### src/rtl/key_mode_fsm.sv
// Two-button mode sequencer: debounced next/prev keys step a wrapping mode index,
// a long next-press returns to IDLE, and the LED bank shows a per-mode pattern.
module key_mode_fsm #(
  parameter int NUM_MODES    = 4,
  parameter int LED_W        = 8,
  parameter int DEBOUNCE_CYC = 1000000,
  parameter int LONG_CYC     = 100000000,
  parameter int BLINK_CYC    = 25000000,
  parameter logic [LED_W-1:0] IDLE_PATTERN = LED_W'('hAA),
  localparam int MODE_W = (NUM_MODES > 1) ? $clog2(NUM_MODES) : 1
) (
  input  logic              clk,
  input  logic              rst,
  input  logic              key_next,
  input  logic              key_prev,
  output logic [MODE_W-1:0] mode,
  output logic              key_evt,
  output logic [LED_W-1:0]  led
);

  localparam int DB_W    = $clog2(DEBOUNCE_CYC + 1);
  localparam int LONG_W  = $clog2(LONG_CYC + 1);
  localparam int BLINK_W = $clog2(BLINK_CYC + 1);

  localparam logic [MODE_W-1:0]  MODE_IDLE  = '0;
  localparam logic [MODE_W-1:0]  MODE_LAST  = MODE_W'(NUM_MODES - 1);
  localparam logic [DB_W-1:0]    DB_LAST    = DB_W'(DEBOUNCE_CYC - 1);
  localparam logic [LONG_W-1:0]  LONG_MAX   = LONG_W'(LONG_CYC);
  localparam logic [LONG_W-1:0]  LONG_LAST  = LONG_W'(LONG_CYC - 1);
  localparam logic [BLINK_W-1:0] BLINK_LAST = BLINK_W'(BLINK_CYC - 1);

  // Bit 0 is the next key, bit 1 the prev key; all levels are active-low.
  logic [1:0]      raw, sync1, sync2, db, db_q, press;
  logic [DB_W-1:0] db_cnt [2];

  assign raw = {key_prev, key_next};

  // NOTE: sequential state uses non-blocking assignments so every flop samples
  // pre-edge values, independent of statement order inside the block.
  always_ff @(posedge clk) begin
    if (rst) begin
      sync1 <= '1;
      sync2 <= '1;
      db    <= '1;
      db_q  <= '1;
      press <= '0;
      // NOTE: the small counter array is plain flops, so it is reset like any
      // other register; a RAM-backed array would be left unreset instead.
      for (int i = 0; i < 2; i++) db_cnt[i] <= '0;
    end else begin
      sync1 <= raw;
      sync2 <= sync1;
      db_q  <= db;
      press <= db_q & ~db;
      for (int i = 0; i < 2; i++) begin
        if (sync2[i] == db[i]) begin
          db_cnt[i] <= '0;
        end else if (db_cnt[i] == DB_LAST) begin
          db[i]     <= sync2[i];
          db_cnt[i] <= '0;
        end else begin
          db_cnt[i] <= db_cnt[i] + DB_W'(1);
        end
      end
    end
  end

  // Long-press counter saturates at LONG_CYC so only one pulse fires per hold.
  logic [LONG_W-1:0] long_cnt;
  logic              long_pulse;

  always_ff @(posedge clk) begin
    if (rst || db[0]) begin
      long_cnt   <= '0;
      long_pulse <= 1'b0;
    end else if (long_cnt != LONG_MAX) begin
      long_cnt   <= long_cnt + LONG_W'(1);
      long_pulse <= (long_cnt == LONG_LAST);
    end else begin
      long_pulse <= 1'b0;
    end
  end

  logic [MODE_W-1:0] mode_nxt;

  // NOTE: every always_comb output gets a default first so no path can
  // leave it unassigned and infer a latch.
  always_comb begin
    mode_nxt = mode;
    if (long_pulse) begin
      mode_nxt = MODE_IDLE;
    end else if (press[0] && !press[1]) begin
      mode_nxt = (mode == MODE_LAST) ? MODE_IDLE : mode + MODE_W'(1);
    end else if (press[1] && !press[0]) begin
      mode_nxt = (mode == MODE_IDLE) ? MODE_LAST : mode - MODE_W'(1);
    end
  end

  always_ff @(posedge clk) begin
    if (rst) begin
      mode    <= MODE_IDLE;
      key_evt <= 1'b0;
    end else begin
      mode    <= mode_nxt;
      key_evt <= (mode_nxt != mode);
    end
  end

  logic [LED_W-1:0] led_onehot;

  always_comb begin
    led_onehot = '0;
    for (int i = 0; i < LED_W; i++) begin
      if (((int'(mode) - 1) % LED_W) == i) led_onehot[i] = 1'b1;
    end
  end

  // Blink timer is held clear outside IDLE, so each entry starts on IDLE_PATTERN.
  logic [BLINK_W-1:0] blink_cnt;
  logic               blink_phase;

  always_ff @(posedge clk) begin
    if (rst) begin
      led         <= '0;
      blink_cnt   <= '0;
      blink_phase <= 1'b0;
    end else if (mode != MODE_IDLE) begin
      led         <= led_onehot;
      blink_cnt   <= '0;
      blink_phase <= 1'b0;
    end else begin
      led <= blink_phase ? ~IDLE_PATTERN : IDLE_PATTERN;
      if (blink_cnt == BLINK_LAST) begin
        blink_cnt   <= '0;
        blink_phase <= ~blink_phase;
      end else begin
        blink_cnt <= blink_cnt + BLINK_W'(1);
      end
    end
  end

endmodule

### config.mk
export PLATFORM = sky130hd
export DESIGN_NAME = key_mode_fsm
export DESIGN_NICKNAME = d
export VERILOG_FILES = /design/src/rtl/key_mode_fsm.sv
export SDC_FILE = /design/constraint.sdc
export NUM_CORES = 1
export LEC_CHECK = 0
export ABC_AREA = 1
export CORE_MARGIN = 4
export CORE_UTILIZATION = 25
export CTS_CLUSTER_SIZE = 10
export DETAILED_ROUTE_END_ITERATION = 12
export PLACE_DENSITY_LB_ADDON = 0.12
export REMOVE_ABC_BUFFERS = 1
export SLEW_MARGIN = 20
export SYNTH_ARGS = -nofsm -noshare
export SYNTH_HDL_FRONTEND = slang
export SYNTH_SLANG_ARGS = --single-unit
### constraint.sdc
create_clock -name clk -period 2.4 [get_ports clk]
set_input_delay 0.48 -clock clk [delete_from_list [all_inputs] [get_ports clk]]
set_output_delay 0.48 -clock clk [all_outputs]
set_load 0.03 [all_outputs]
==> results.txt <==
chip width: 164 um
pins over their slew limit: 0
CP Buf/Inv Count: 1
crit-path leading delay family: buffers and inverters
n_diodes: 0
fmax: 0.460 GHz
Max FO, Critical Path: 8
die footprint: 0.0270 mm2
Max VDD drop: 0.343 mV
Worst Skew: 12.5 ps
first-pass GRT wire length: 23.8 mm
NumNets Final: 919
post-CTS resize count: 0
P_leak: 0.00255 uW
RSZ-0062 raised after global routing: no
vias per inst: 4.15
gr ovfl total: 0
Clock Pin Slew Worst Setup and Hold Paths: 50 ps
I/O pins: 15
CP peak stage delay: 820 ps
kind of critical path: flop to output pin
pin count of the biggest net entering global routing: 26
# clock sinks: 113
Cell Chain, Critical Path: clkdlybuf4s50_1
Post-Syn Area per Cell: 7.28 um2
TritonCTS Buffers: 17
Cell Int Power: 3390 uW
final total power: 4380 uW
Yosys cell types: 35
Die H: 164 um
pwr dens: 602 mW/mm2
register area: 0.00266 mm2
Fillers: 2587
Clock Tree Root: clkbuf_16
total track usage: 0.110
Longest Clk Path Bufs: 2
HPWL after DPL: 10.5 mm
Fin. Hold Viols: 0
setup tns final: 0 ps
mapped cell area: 0.00611 mm2
outcome: finished clean
area of the core: 0.0238 mm2
switching share of total power: 0.227
combinational fraction of design power: 0.026
Post-CTS Setup Inserts: 0
Placer Congestion: 0.774
post-route cell area: 0.00727 mm2
# hold bufs at CTS: 0
CTS tree: done
register area share after synthesis: 0.436
Detail Route Antenna Nets: 0
r2r setup slk: 560 ps
#FFs+latches synth: 113
Synth-to-Final Area Change: 19.1%
critical path launch point type: flop
Post-DP Area: 0.00677 mm2
CTS H-tree lvls: 4
detailed-route via count: 5136
worst min-delay path class: flop to flop
starting DRC count in detailed routing: 241
Hold Worst Slack: 410 ps
max cap viols: 0
worst path arrival time: 1690 ps
vias in the first global route: 4861
Tmin final: 2170 ps
Worst-Skew Late Latency: 410 ps
share of layout cells above drive strength 1: 0.0762
I/O Buffers: 14
Clock power frac: 0.503
P_sw: 993 uW
relative slew slack: 0.655
initial antenna violation count: 0
sequential power share: 0.471
Slowest cell on crit path: clkdlybuf4s50_1
Setup crit end kind: output pin
DR pass1 iterations: 4
final WL: 14.0 mm
slew at the pin with the worst max-slew slack: 514 ps
Initial Util: 0.257
fin crit share: 0.905
Residual DRC: 0
final count of negative-setup-slack endpoints: 0
Routed wire per std cell: 11.3 um
WP data required: 1920 ps
# rows: 56
Synth warnings: 0
Cells after Synth: 839
footprint of the multi-input gates: 0.00325 mm2
[cell usage in the layout (no fill, tap or decap), types with 9 or more instances in the layout]
| master | n |
|---|---|
| a21oi_1 | 45 |
| inv_1 | 70 |
| xnor2_1 | 10 |
| edfxtp_1 | 40 |
| clkdlybuf4s50_1 | 14 |
| dfxtp_1 | 73 |
| xor2_1 | 20 |
| nand3b_1 | 10 |
| ha_1 | 9 |
| o21ai_0 | 9 |
| nor2_1 | 202 |
| nand2_1 | 204 |
| nand4_1 | 22 |
| nor2_2 | 9 |
| clkbuf_16 | 17 |
| nand3_1 | 48 |
| or2_2 | 10 |
| nor3_1 | 15 |
| conb_1 | 40 |
[kinds of logic (layout without fill, tap and decap cells)]
logic type,count (synthesis),after routing,share of synthesized area
buffers and inverters,81,122,0.0559
and+or+nand+nor,545,545,0.395
xor gates and xnor gates,30,30,0.0430
DFF,113,113,0.436
AOI/OAI and AO/OA,60,60,0.0510
adders and majority gates,9,9,0.0184
other,1,40,0.000614
[per-stage QoR]
| step | instances | worst slack, ps | utilization |
|---|---|---|---|
| after CTS | 1238 | 207 | 0.306 |
| after detailed placement | 1206 | 339 | 0.285 |
| after global placement | 1206 | 356 | 0.285 |
| after floorplan | 867 | 725 | - |
| final | 1238 | 227 | 0.306 |
| after global routing | 1238 | 143 | 0.306 |
[area by class of cell]
class | count | share of cell area
clock buffer | 23 | 0.0630
clock inverter | 9 | 0.00602
inverter | 70 | 0.0361
multi-input combinational | 684 | 0.447
sequential | 113 | 0.366
tap | 319 | 0.0549
timing repair buffer | 20 | 0.0272
[worst reg2reg max path: stages, from the launching register on]
cell	delay (ps)
dfxtp_1	430
ha_1	270
nand2_2	100
nor2_4	200
nand3_2	100
nor2_2	170
nand2_2	90
nand2_4	240
nor2_1	100
[sequential cells by signal, indices dropped and copies added, names as in the netlist]
register / count
db_cnt: 40
led: 6
sync2: 2
blink_phase: 1
sync1: 2
db_q: 2
db: 2
blink_cnt: 25
mode: 2
press: 2
long_pulse: 1
key_evt: 1
long_cnt: 27
[routing by layer]
metal / routed length [um] / vias up / part of all wire / track usage
met4: 228 / 0 / 0.016 / 0.0423
met5: 0 / - / 0 / 0
met1: 7490 / 2282 / 0.54 / 0.154
met2: 5910 / 48 / 0.42 / 0.164
li1: - / 2788 / - / -
met3: 365 / 18 / 0.026 / 0.0281
[Yosys cell counts, drive strengths merged]
library cell,count,area (um2)
nor2,218,902
nand2,211,815
dfxtp,73,1460
inv,70,263
nand3,51,270
a21oi,45,225
edfxtp,40,1200
nand4,22,138
xor2,20,175
nor3,17,95.1
or2,14,87.6
nand3b,12,106
buf,10,75.1
o21ai,10,50.0
xnor2,10,87.6
ha,9,113
o21a,2,15.0
o21bai,2,15.0
a31oi,1,6.26
clkbuf,1,3.75
conb,1,3.75
[path summary, 6_finish.rpt]
check,startpoint,endpoint,cells past startpoint
max,mode[0],mode[0],1
min,db_q[1],press[1],2
max reg2reg,blink_cnt[0],blink_cnt[14],8
min reg2reg,db_q[1],press[1],2
[power by group through the flow]
stage	Combinational, uW	Clock [uW]	Sequential, uW
CTS	116	2270	2060
global route	135	2370	2070
floorplan	73.5	0	2100
finish	115	2200	2060
detailed placement	116	0	2100
global placement	117	0	2100
Note: power is estimated with default switching activity, not from simulation.
